===== config.mk =====
export PLATFORM = sky130hd
export DESIGN_NAME = stopwatch_sequencer
export DESIGN_NICKNAME = d
export VERILOG_FILES = /design/src/rtl/stopwatch_sequencer.sv
export SDC_FILE = /design/constraint.sdc
export NUM_CORES = 1
export LEC_CHECK = 0
export CAP_MARGIN = 0
export CORE_AREA = 2 2 54 56
export DETAILED_ROUTE_END_ITERATION = 8
export DIE_AREA = 0 0 56 58
export PLACE_DENSITY_LB_ADDON = 0.25
export SLEW_MARGIN = 20
export SYNTH_ARGS = -nofsm -noshare
export SYNTH_HDL_FRONTEND = slang
export SYNTH_SLANG_ARGS = --single-unit

===== constraint.sdc =====
create_clock -name i_clock -period 2.29 [get_ports i_clock]
set_clock_uncertainty 0.15 [all_clocks]
set_input_delay 0.5725 -clock i_clock [delete_from_list [all_inputs] [get_ports i_clock]]
set_output_delay 0.5725 -clock i_clock [all_outputs]
set_load 0.01 [all_outputs]

===== src/rtl/stopwatch_sequencer.sv =====
// rtl/stopwatch_sequencer.sv - button front-end, run/halt/lap sequencer and time-base tick generator

// Multi-flop level synchronizer; the chain presets to 1 so a button that is
// already held while reset is asserted looks like "still pressed" afterwards.
module stopwatch_sequencer_sync #(
  parameter int STAGES = 2
) (
  input  logic i_clock,
  input  logic i_async_rst_n,
  input  logic i_level,
  output logic o_level
);

  logic [STAGES-1:0] chain_q;
  logic [STAGES-1:0] chain_d;

  // Shift the raw level one stage deeper each clock.
  always_comb begin
    chain_d = {chain_q[STAGES-2:0], i_level};
  end

  // Chain register, preset high on reset.
  always_ff @(posedge i_clock or negedge i_async_rst_n) begin
    if (!i_async_rst_n) begin
      chain_q <= '1;
    end else begin
      chain_q <= chain_d;
    end
  end

  assign o_level = chain_q[STAGES-1];

endmodule

module stopwatch_sequencer #(
  parameter int CLK_DIV     = 100000,
  parameter int SYNC_STAGES = 2
) (
  input  logic       i_clock,
  input  logic       i_async_rst_n,
  input  logic       i_btn_start_stop,
  input  logic       i_btn_lap_reset,
  output logic       o_trigger_run,
  output logic       o_trigger_halt,
  output logic       o_soft_reset,
  output logic       o_tick,
  output logic       o_lap_freeze,
  output logic [1:0] o_state
);

  localparam int PW = $clog2(CLK_DIV);
  localparam logic [PW-1:0] PRESC_MAX = PW'(CLK_DIV - 1);

  typedef enum logic [1:0] {
    ST_IDLE   = 2'b00,
    ST_RUN    = 2'b01,
    ST_PAUSED = 2'b10,
    ST_LAP    = 2'b11
  } state_t;

  logic ss_sync;
  logic lr_sync;
  logic ss_prev_q, ss_prev_d;
  logic lr_prev_q, lr_prev_d;
  logic ss_press;
  logic lr_press;

  state_t        state_q, state_d;
  logic          run_q, run_d;
  logic          halt_q, halt_d;
  logic          soft_q, soft_d;
  logic          tick_q, tick_d;
  logic          freeze_q, freeze_d;
  logic [PW-1:0] presc_q, presc_d;

  stopwatch_sequencer_sync #(.STAGES(SYNC_STAGES)) u_sync_ss (
    .i_clock       (i_clock),
    .i_async_rst_n (i_async_rst_n),
    .i_level       (i_btn_start_stop),
    .o_level       (ss_sync)
  );

  stopwatch_sequencer_sync #(.STAGES(SYNC_STAGES)) u_sync_lr (
    .i_clock       (i_clock),
    .i_async_rst_n (i_async_rst_n),
    .i_level       (i_btn_lap_reset),
    .o_level       (lr_sync)
  );

  // Rising-edge detect on the synchronized levels: one press per hold.
  always_comb begin
    ss_prev_d = ss_sync;
    lr_prev_d = lr_sync;
    ss_press  = ss_sync & ~ss_prev_q;
    lr_press  = lr_sync & ~lr_prev_q;
  end

  // Next state and command pulses; start_stop wins and a coincident
  // lap_reset press is simply dropped.
  always_comb begin
    state_d = state_q;
    run_d   = 1'b0;
    halt_d  = 1'b0;
    soft_d  = 1'b0;
    case (state_q)
      ST_IDLE: begin
        if (ss_press) begin
          state_d = ST_RUN;
          run_d   = 1'b1;
        end
      end
      ST_RUN: begin
        if (ss_press) begin
          state_d = ST_PAUSED;
          halt_d  = 1'b1;
        end else if (lr_press) begin
          state_d = ST_LAP;
        end
      end
      ST_LAP: begin
        if (ss_press) begin
          state_d = ST_PAUSED;
          halt_d  = 1'b1;
        end else if (lr_press) begin
          state_d = ST_RUN;
        end
      end
      ST_PAUSED: begin
        if (ss_press) begin
          state_d = ST_RUN;
          run_d   = 1'b1;
        end else if (lr_press) begin
          state_d = ST_IDLE;
          soft_d  = 1'b1;
        end
      end
      default: begin
        state_d = ST_IDLE;
      end
    endcase
    freeze_d = (state_d == ST_LAP);
  end

  // Prescaler: counts on the current (pre-edge) state, holds in PAUSED so
  // sub-tick phase survives a pause, and is zeroed in or on entry to IDLE.
  always_comb begin
    presc_d = presc_q;
    tick_d  = 1'b0;
    if ((state_q == ST_RUN) || (state_q == ST_LAP)) begin
      if (presc_q == PRESC_MAX) begin
        presc_d = '0;
        tick_d  = 1'b1;
      end else begin
        presc_d = presc_q + 1'b1;
      end
    end
    if ((state_q == ST_IDLE) || (state_d == ST_IDLE)) begin
      presc_d = '0;
    end
  end

  // Edge-detect history; preset high to match the synchronizer preset.
  always_ff @(posedge i_clock or negedge i_async_rst_n) begin
    if (!i_async_rst_n) begin
      ss_prev_q <= 1'b1;
      lr_prev_q <= 1'b1;
    end else begin
      ss_prev_q <= ss_prev_d;
      lr_prev_q <= lr_prev_d;
    end
  end

  // State, registered outputs and prescaler.
  always_ff @(posedge i_clock or negedge i_async_rst_n) begin
    if (!i_async_rst_n) begin
      state_q  <= ST_IDLE;
      run_q    <= 1'b0;
      halt_q   <= 1'b0;
      soft_q   <= 1'b0;
      tick_q   <= 1'b0;
      freeze_q <= 1'b0;
      presc_q  <= '0;
    end else begin
      state_q  <= state_d;
      run_q    <= run_d;
      halt_q   <= halt_d;
      soft_q   <= soft_d;
      tick_q   <= tick_d;
      freeze_q <= freeze_d;
      presc_q  <= presc_d;
    end
  end

  assign o_trigger_run  = run_q;
  assign o_trigger_halt = halt_q;
  assign o_soft_reset   = soft_q;
  assign o_tick         = tick_q;
  assign o_lap_freeze   = freeze_q;
  assign o_state        = state_q;

endmodule


==> results of run 1 <==
## cells in the mapped netlist (2+ instances only)
cell,number,area (sq um)
sky130_fd_sc_hd__dfrtp_1,24,600.6
sky130_fd_sc_hd__a21oi_1,11,55.05
sky130_fd_sc_hd__nand2_1,9,33.78
sky130_fd_sc_hd__o21ai_0,8,40.04
sky130_fd_sc_hd__dfstp_2,6,157.7
sky130_fd_sc_hd__buf_2,5,25.02
sky130_fd_sc_hd__inv_1,5,18.77
sky130_fd_sc_hd__nand3_1,5,25.02
sky130_fd_sc_hd__nand4_1,5,31.28
sky130_fd_sc_hd__o31ai_1,5,37.54
sky130_fd_sc_hd__or3_1,5,31.28
sky130_fd_sc_hd__or4_1,5,37.54
sky130_fd_sc_hd__nand2b_1,3,18.77
sky130_fd_sc_hd__nor2_1,3,11.26
sky130_fd_sc_hd__nor3_1,3,15.01
sky130_fd_sc_hd__and4_1,2,17.52
sky130_fd_sc_hd__clkbuf_1,2,7.510
sky130_fd_sc_hd__nor2b_1,2,12.51
sky130_fd_sc_hd__nor4b_1,2,17.52
sky130_fd_sc_hd__o211ai_1,2,15.01
sky130_fd_sc_hd__xnor2_1,2,17.52
## layout by cell type, fill, tap and decap left out, types with 5 or more instances in the layout
| cell type | netlist | layout |
|---|---|---|
| sky130_fd_sc_hd__or4_1 | 5 | 5 |
| sky130_fd_sc_hd__nand3_1 | 5 | 5 |
| sky130_fd_sc_hd__or3_1 | 5 | 5 |
| sky130_fd_sc_hd__clkdlybuf4s50_1 | 0 | 10 |
| sky130_fd_sc_hd__buf_4 | 0 | 7 |
| sky130_fd_sc_hd__inv_1 | 5 | 5 |
| sky130_fd_sc_hd__o21ai_0 | 8 | 8 |
| sky130_fd_sc_hd__a21oi_1 | 11 | 11 |
| sky130_fd_sc_hd__clkbuf_4 | 0 | 5 |
| sky130_fd_sc_hd__nand4_1 | 5 | 5 |
| sky130_fd_sc_hd__o31ai_1 | 5 | 5 |
| sky130_fd_sc_hd__nand2_1 | 9 | 9 |
| sky130_fd_sc_hd__dfrtp_1 | 24 | 24 |
| sky130_fd_sc_hd__dfstp_2 | 6 | 6 |
## metrics by stage
step | util (%) | hold WS, ns | instance area (sq um) | cells | setup slack, ns
after global placement | 58.83 | 0.1960 | 1567 | 175 | 0.3540
after detailed placement | 58.83 | 0.1968 | 1567 | 175 | 0.3054
after global routing | 61.23 | 0.2197 | 1630 | 183 | 0.1365
after CTS | 61.23 | 0.2108 | 1630 | 183 | 0.1987
final | 61.23 | 0.2100 | 1630 | 183 | 0.2162
after floorplan | - | 0.1269 | 1408 | 134 | 0.3693
## state kept, by name, summed over array words and instances, names as in the netlist
signal	cells
lr_prev_q	1
o_state	2
o_trigger_halt	1
o_lap_freeze	1
o_soft_reset	1
ss_prev_q	1
u_sync_ss.chain_q	2
o_trigger_run	1
o_tick	1
u_sync_lr.chain_q	2
presc_q	17
## cell type report
class                   instances  area [sq um]
clock buffers                   6         51.30
clock inverters                 2         12.51
fillers                       233          1032
inverters                       5         18.77
multi-input cells              92         598.1
flip-flops and latches         30         758.2
well taps                      31         38.79
repair buffers                 17         152.6
## kinds of logic (layout without fill, tap and decap cells)
group                      Yosys count  count (layout)
and+or+nand+nor                     51              51
adders and majority gates            1               1
AOI/OAI and AO/OA                   37              37
xor gates and xnor gates             2               2
DFF                                 30              30
buffers and inverters               12              30
muxes                                1               1
## power by group through the flow
stage	Clock, mW	Combinational [mW]	Sequential (mW)
after floorplan	0	0.209	0.657
after global placement	0	0.364	0.649
after detailed placement	0	0.370	0.653
after CTS	0.349	0.374	0.642
after global routing	0.373	0.405	0.656
final	0.337	0.370	0.642
## path summary, 6_finish.rpt
| check | end | slack (ns) | cells after the start |
|---|---|---|---|
| min in group asynchronous | o_trigger_run | 0.47 | 2 |
| hold / removal | u_sync_lr.chain_q[1] | 0.21 | 0 |
| setup reg to reg | presc_q[16] | 0.28 | 5 |
| hold reg to reg | u_sync_lr.chain_q[1] | 0.21 | 0 |
| max in group asynchronous | u_sync_lr.chain_q[1] | 1.20 | 2 |
| setup / recovery | o_state[0] | 0.22 | 1 |
## per-layer routing
metal,wire length [um],GRT usage (%)
met5,0,0
met4,59,9.184
met3,99,4.688
met2,1330,31.26
met1,1246,23.79
==> impl_metrics.xml, run 1 <==
<?xml version="1.0" encoding="UTF-8"?>
<metrics>
  <group name="status">
    <metric name="run_status" unit="">complete, no violations</metric>
  </group>
  <group name="logic_synthesis">
    <metric name="count_of_flip_flops_with_a_built_in_enable_after_synthesis" unit="">0</metric>
    <metric name="number_of_instances_in_the_synthesized_netlist" unit="">134</metric>
    <metric name="muxShareOfSynthArea" unit="%">0.7111</metric>
    <metric name="yosys_register_bits" unit="">30</metric>
    <metric name="synth_adder_area_share" unit="%">0.8889</metric>
    <metric name="netlist-cell-type-count" unit="">41</metric>
    <metric name="synthesis.yosys.warnings" unit="">0</metric>
    <metric name="synth_sequential_area_ratio" unit="%">53.87</metric>
    <metric name="basic_gate_share_of_the_synthesized_area_counting_and_or_nand_and_nor_cells" unit="%">22.31</metric>
    <metric name="syn_area" unit="sq um">1408</metric>
    <metric name="synth_top_family_by_area" unit="">simple AND/OR/NAND/NOR gates</metric>
    <metric name="synth_net_count" unit="">139</metric>
    <metric name="synthXorXnorAreaFrac" unit="%">1.244</metric>
    <metric name="post_synthesis_async_set_or_reset_flop_share" unit="%">100.0</metric>
    <metric name="post_synth.cell_area_avg" unit="sq um">10.50</metric>
    <metric name="synth_compound_gate_area_share" unit="%">17.33</metric>
    <metric name="synthFlopType" unit="">sky130_fd_sc_hd__dfrtp_1</metric>
  </group>
  <group name="critical_path">
    <metric name="delay_of_the_slowest_critical_path_stage" unit="ns">0.58</metric>
    <metric name="startpoint_of_the_lowest_slack_register_to_register_path" unit="">presc_q[0]</metric>
    <metric name="cp_top_family" unit="">buffers and inverters</metric>
    <metric name="timing.critical_path.required" unit="ns">1.57</metric>
    <metric name="type_of_the_worst_setup_path" unit="">register to primary output</metric>
    <metric name="crit_path_top_delay_cell" unit="">sky130_fd_sc_hd__clkdlybuf4s50_1</metric>
    <metric name="worst_setup_path_end_kind" unit="">primary output</metric>
    <metric name="critical_path_buf_inv_count" unit="">1</metric>
    <metric name="worstPathCellList" unit="">clkdlybuf4s50_1</metric>
    <metric name="worst-endpoint-arrival" unit="ns">1.35</metric>
    <metric name="crit_path_max_fanout" unit="">7</metric>
    <metric name="critPathLaunchType" unit="">register</metric>
    <metric name="critical_path_start" unit="">o_state[0]</metric>
  </group>
  <group name="route">
    <metric name="routed_via_density" unit="">6.131</metric>
    <metric name="drt-wirelength-per-cell" unit="um">14.95</metric>
    <metric name="detailedRoute.firstIterationViolations" unit="">23</metric>
    <metric name="vias" unit="">1122</metric>
    <metric name="drc_errors" unit="">0</metric>
    <metric name="ant_nets" unit="">0</metric>
    <metric name="drt-total-wl" unit="um">2736</metric>
    <metric name="drt_first_pass_iters" unit="">6</metric>
  </group>
  <group name="power">
    <metric name="pwr-share-clk" unit="%">25.0</metric>
    <metric name="switching_power" unit="mW">0.4508</metric>
    <metric name="report.power.total" unit="mW">1.349</metric>
    <metric name="vdd.ir_drop.worst" unit="V">0.0007337</metric>
    <metric name="sw_frac_of_total" unit="%">33.41</metric>
    <metric name="power.density" unit="nW/um^2">827.6</metric>
    <metric name="power.internal" unit="mW">0.8984</metric>
    <metric name="leakagePower" unit="nW">0.6414</metric>
    <metric name="pwr-share-comb" unit="%">27.4</metric>
    <metric name="seq_power_share" unit="%">47.6</metric>
  </group>
  <group name="grt">
    <metric name="grt_use_total" unit="%">19.03</metric>
    <metric name="largest_net_degree_at_the_start_of_global_routing" unit="">31</metric>
    <metric name="number_of_global_route_vias_before_repair" unit="">1093</metric>
    <metric name="grt_antenna_before_repair" unit="">0</metric>
    <metric name="grt_first_pass_wirelength" unit="um">4802</metric>
    <metric name="global_route.overflow_total" unit="">0</metric>
  </group>
  <group name="timing">
    <metric name="fin_crit_sh" unit="%">90.56</metric>
    <metric name="setup_viol_count_final" unit="">0</metric>
    <metric name="timing.final.crit_period" unit="ns">2.074</metric>
    <metric name="final_hold_viol_count" unit="">0</metric>
    <metric name="rsz0062_at_grt" unit="">no</metric>
    <metric name="clock.fmax" unit="MHz">482.2</metric>
    <metric name="worstMarginPinSlew" unit="ns">0.3700</metric>
    <metric name="setup-tns-final" unit="ns">0</metric>
    <metric name="slew_headroom" unit="%">75.33</metric>
    <metric name="drv_slew" unit="">0</metric>
  </group>
  <group name="die">
    <metric name="floorplan.io_pins" unit="">11</metric>
    <metric name="fp.dieArea" unit="sq um">3248</metric>
    <metric name="start_util" unit="%">52.87</metric>
    <metric name="die_w" unit="um">56</metric>
    <metric name="core.rowCount" unit="">19</metric>
    <metric name="die_h" unit="um">58</metric>
    <metric name="core-area" unit="sq um">2663</metric>
  </group>
  <group name="hold_path">
    <metric name="hold_path_class" unit="">register to register</metric>
    <metric name="hp-start" unit="">u_sync_lr.chain_q[0]</metric>
  </group>
  <group name="job">
    <metric name="max-cap-violations" unit="">0</metric>
  </group>
  <group name="placed_design">
    <metric name="place.port_buffers" unit="">10</metric>
    <metric name="dp_hpwl" unit="um">1837</metric>
    <metric name="routabilityCongestion" unit="">0.8186</metric>
  </group>
  <group name="cts">
    <metric name="htree_num_levels" unit="">2</metric>
    <metric name="cts_repair_resize_count" unit="">0</metric>
    <metric name="cts.reportedPaths.clkPinSlew" unit="ns">0.09</metric>
    <metric name="clk-insertion-delay-late" unit="ns">0.33</metric>
    <metric name="cts_root_buffer" unit="">sky130_fd_sc_hd__clkbuf_4</metric>
    <metric name="total_cts_buffers" unit="">5</metric>
    <metric name="clk_path_buf_depth" unit="">2</metric>
    <metric name="clock-sinks" unit="">30</metric>
    <metric name="postCtsHoldBufs" unit="">0</metric>
    <metric name="clock_tree_from_tritoncts" unit="">yes</metric>
    <metric name="post_cts_buffers" unit="">0</metric>
  </group>
  <group name="cells_and_area">
    <metric name="syn_to_final_growth" unit="%">15.82</metric>
    <metric name="antenna_diode_count" unit="">0</metric>
    <metric name="layout.nets" unit="">156</metric>
    <metric name="drive_above_1_share" unit="%">17.11</metric>
  </group>
</metrics>
No activity file was read; power rests on OpenSTA's default activity.
==> inputs of run 2 (changes only) <==
Settings changed: ABC_CLOCK_PERIOD_IN_PS set to 2290, CORE_AREA 2 2 54 56 to 2 2 55 57, DIE_AREA 0 0 56 58 to 0 0 57 59, SLEW_MARGIN 20 to 40, SYNTH_HIERARCHICAL set to 1.
==> run 2 against run 1 <==
Critical path depth did not move. First-iteration DRC count rose to 2.8 times the previous value. Global-route usage barely moved. Combinational power rose by 18%. Largest cell class unchanged.
==> impl_metrics.xml, run 2 <==
<?xml version="1.0" encoding="UTF-8"?>
<metrics>
  <group name="power">
    <metric name="power.density" unit="nW/um^2">979.5</metric>
    <metric name="leakagePower" unit="nW">0.7360</metric>
    <metric name="report.power.total" unit="mW">1.665</metric>
    <metric name="vdd.ir_drop.worst" unit="V">0.0006606</metric>
  </group>
  <group name="die">
    <metric name="fp.dieArea" unit="sq um">3363</metric>
    <metric name="floorplan.io_pins" unit="">11</metric>
    <metric name="die_w" unit="um">57</metric>
    <metric name="core-area" unit="sq um">2710</metric>
    <metric name="start_util" unit="%">53.83</metric>
    <metric name="die_h" unit="um">59</metric>
    <metric name="core.rowCount" unit="">19</metric>
  </group>
  <group name="timing">
    <metric name="drv_slew" unit="">0</metric>
    <metric name="final_hold_viol_count" unit="">0</metric>
    <metric name="timing.final.crit_period" unit="ns">2.135</metric>
    <metric name="rsz0062_at_grt" unit="">no</metric>
    <metric name="setup_viol_count_final" unit="">0</metric>
    <metric name="slew_headroom" unit="%">75.79</metric>
    <metric name="setup-tns-final" unit="ns">0</metric>
    <metric name="clock.fmax" unit="MHz">468.4</metric>
    <metric name="worstMarginPinSlew" unit="ns">0.3631</metric>
    <metric name="fin_crit_sh" unit="%">93.23</metric>
  </group>
  <group name="logic_synthesis">
    <metric name="synth.cells.most_frequent" unit="">sky130_fd_sc_hd__dfrtp_1, sky130_fd_sc_hd__nand2_1, sky130_fd_sc_hd__a31oi_1</metric>
    <metric name="post_synthesis_async_set_or_reset_flop_share" unit="%">100.0</metric>
    <metric name="library_cell_occupying_the_most_area_in_the_post_synthesis_netlist" unit="">sky130_fd_sc_hd__dfrtp_1</metric>
    <metric name="number_of_instances_in_the_synthesized_netlist" unit="">146</metric>
    <metric name="synth_area_leaders" unit="">sky130_fd_sc_hd__dfrtp_1, sky130_fd_sc_hd__dfstp_2, sky130_fd_sc_hd__nand2_1</metric>
    <metric name="count_of_flip_flops_with_a_built_in_enable_after_synthesis" unit="">0</metric>
    <metric name="synth_net_count" unit="">151</metric>
    <metric name="post_synth.cell_area_avg" unit="sq um">9.992</metric>
    <metric name="yosys_register_bits" unit="">30</metric>
    <metric name="syn_area" unit="sq um">1459</metric>
    <metric name="netlist-cell-type-count" unit="">41</metric>
    <metric name="synthFlopType" unit="">sky130_fd_sc_hd__dfrtp_1</metric>
    <metric name="synth_sequential_area_ratio" unit="%">51.97</metric>
    <metric name="post-synth-top-count-cell" unit="">sky130_fd_sc_hd__dfrtp_1</metric>
    <metric name="post-synth-top-area-fraction" unit="%">41.17</metric>
    <metric name="synthesis.yosys.warnings" unit="">6</metric>
  </group>
  <group name="cts">
    <metric name="postCtsHoldBufs" unit="">0</metric>
    <metric name="clock-sinks" unit="">30</metric>
    <metric name="cts_repair_resize_count" unit="">0</metric>
    <metric name="cts.reportedPaths.clkPinSlew" unit="ns">0.10</metric>
    <metric name="htree_num_levels" unit="">2</metric>
    <metric name="clk_path_buf_depth" unit="">2</metric>
    <metric name="total_cts_buffers" unit="">5</metric>
    <metric name="post_cts_buffers" unit="">0</metric>
    <metric name="clk-insertion-delay-late" unit="ns">0.34</metric>
    <metric name="cts_root_buffer" unit="">sky130_fd_sc_hd__clkbuf_4</metric>
    <metric name="clock_tree_from_tritoncts" unit="">yes</metric>
  </group>
  <group name="critical_path">
    <metric name="worstPathCellList" unit="">clkdlybuf4s50_1</metric>
    <metric name="crit_path_max_fanout" unit="">7</metric>
    <metric name="critical_path_buf_inv_count" unit="">1</metric>
    <metric name="startpoint_of_the_lowest_slack_register_to_register_path" unit="">presc_q[0]</metric>
    <metric name="worstReg2RegEnd" unit="">presc_q[5]</metric>
    <metric name="worst_setup_path_end_kind" unit="">primary output</metric>
    <metric name="worst-endpoint-arrival" unit="ns">1.41</metric>
    <metric name="reg2reg_depth" unit="">7</metric>
    <metric name="timing.critical_path.required" unit="ns">1.57</metric>
    <metric name="crit_path_top_delay_cell" unit="">sky130_fd_sc_hd__clkdlybuf4s50_1</metric>
    <metric name="critical_path_start" unit="">o_state[0]</metric>
    <metric name="cp_top_family" unit="">buffers and inverters</metric>
    <metric name="rrSetupSlack" unit="ns">0.25</metric>
    <metric name="critPathLaunchType" unit="">register</metric>
    <metric name="delay_of_the_slowest_critical_path_stage" unit="ns">0.59</metric>
    <metric name="type_of_the_worst_setup_path" unit="">register to primary output</metric>
  </group>
  <group name="grt">
    <metric name="largest_net_degree_at_the_start_of_global_routing" unit="">31</metric>
    <metric name="number_of_global_route_vias_before_repair" unit="">1098</metric>
    <metric name="global_route.overflow_total" unit="">0</metric>
    <metric name="grt_first_pass_wirelength" unit="um">4871</metric>
    <metric name="grt_use_total" unit="%">19.08</metric>
    <metric name="grt_antenna_before_repair" unit="">0</metric>
  </group>
  <group name="route">
    <metric name="vias" unit="">1167</metric>
    <metric name="drt-wirelength-per-cell" unit="um">14.52</metric>
    <metric name="ant_nets" unit="">0</metric>
    <metric name="drc_errors" unit="">0</metric>
    <metric name="drt-total-wl" unit="um">2774</metric>
    <metric name="drt_first_pass_iters" unit="">4</metric>
    <metric name="detailedRoute.firstIterationViolations" unit="">64</metric>
    <metric name="routed_via_density" unit="">6.110</metric>
  </group>
  <group name="cells_and_area">
    <metric name="registers.top_by_ff_count" unit="">presc_q</metric>
    <metric name="fillerInstances" unit="">243</metric>
    <metric name="post_route_core_utilization" unit="%">62.74</metric>
    <metric name="number_of_flip_flops_under_the_largest_register_name" unit="">17</metric>
    <metric name="antenna_diode_count" unit="">0</metric>
    <metric name="final_cell_count_no_fill" unit="">191</metric>
    <metric name="mostFrequentLayoutCells" unit="">sky130_fd_sc_hd__dfrtp_1, sky130_fd_sc_hd__nand2_1, sky130_fd_sc_hd__a31oi_1, sky130_fd_sc_hd__clkdlybuf4s50_1</metric>
    <metric name="syn_to_final_growth" unit="%">16.55</metric>
    <metric name="layout.nets" unit="">164</metric>
    <metric name="drive_above_1_share" unit="%">16.25</metric>
    <metric name="layout.cells.most_common" unit="">sky130_fd_sc_hd__dfrtp_1</metric>
  </group>
  <group name="hold_path">
    <metric name="hp-start" unit="">u_sync_lr/chain_q[0]</metric>
    <metric name="hold_depth" unit="">0</metric>
    <metric name="min_delay_worst_endpoint" unit="">u_sync_lr/chain_q[1]</metric>
    <metric name="hold_path_class" unit="">register to register</metric>
  </group>
  <group name="job">
    <metric name="max-cap-violations" unit="">0</metric>
  </group>
  <group name="placed_design">
    <metric name="dp_hpwl" unit="um">1941</metric>
    <metric name="routabilityCongestion" unit="">0.8472</metric>
    <metric name="dp.cells" unit="">183</metric>
    <metric name="place.port_buffers" unit="">10</metric>
  </group>
  <group name="status">
    <metric name="run_status" unit="">complete, no violations</metric>
  </group>
</metrics>
## run 2: through the flow
stage          instance area [sq um]  hold WS, ns  setup slack (ns)
2_1_floorplan                   1459       0.1269            0.4570
3_3_place_gp                    1589       0.1956            0.3676
3_5_place_dp                    1589       0.1972            0.2858
4_1_cts                         1700       0.2109            0.1643
5_1_grt                         1700       0.2148           0.08466
6_report                        1700       0.2093            0.1550
## run 2: metal layers
layer | GRT usage, % | up-vias | part of all wire (%)
li1 | - | 555 | -
met1 | 25.87 | 565 | 47
met2 | 29.06 | 40 | 45
met3 | 3.930 | 7 | 5.2
met4 | 10.30 | 0 | 2.5
met5 | 0 | - | 0
## run 2: worst max-delay path by stage
stage          cells after the start  slack [ns]     endpoint
2_1_floorplan                      7        0.46  presc_q[16]
5_1_grt                            7        0.08   presc_q[5]
3_5_place_dp                       7        0.29   presc_q[5]
3_3_place_gp                       7        0.37   presc_q[5]
6_report                           1        0.16   o_state[0]
4_1_cts                            1        0.16   o_state[0]
## run 2: worst register-to-register path, cell delays in order (launching register included)
cell and delay, ns:
sky130_fd_sc_hd__dfrtp_1 0.39, sky130_fd_sc_hd__ha_1 0.25, sky130_fd_sc_hd__nand4_2 0.17, sky130_fd_sc_hd__nor4_4 0.30, sky130_fd_sc_hd__a21oi_2 0.15, sky130_fd_sc_hd__buf_4 0.21, sky130_fd_sc_hd__a41oi_1 0.23, sky130_fd_sc_hd__a31oi_1 0.06
## run 2: power breakdown
part	switching [mW]	internal, mW
Combinational	0.246	0.189
Sequential	0.0765	0.600
Clock	0.184	0.370
## run 2: final cells by class
type	instances	area, sq um	area share (%)
multi-input combinational	103	643.1	37.82
clock inverter	2	60.06	3.532
clock buffer	6	51.30	3.017
timing repair buffer	14	130.1	7.653
inverter	5	18.77	1.104
sequential	30	758.2	44.59
tap	31	38.79	2.281
## run 2: kinds of logic after synthesis
group,after synthesis,share of synthesized area (%)
AOI/OAI and AO/OA,38,16.64
xor gates and xnor gates,3,1.801
adders and majority gates,1,0.8575
buffers and inverters,13,3.945
DFF,30,51.97
and+or+nand+nor,61,24.79
==> inputs of run 3 (changes only) <==
Settings changed: CORE_AREA 2 2 55 57 to 2 2 54 56, DIE_AREA 0 0 57 59 to 0 0 56 58, SYNTH_HIERARCHICAL 1 to unset.
==> results of run 3 <==
No change in the layout: final DEF, timing and power equal those of run 1.
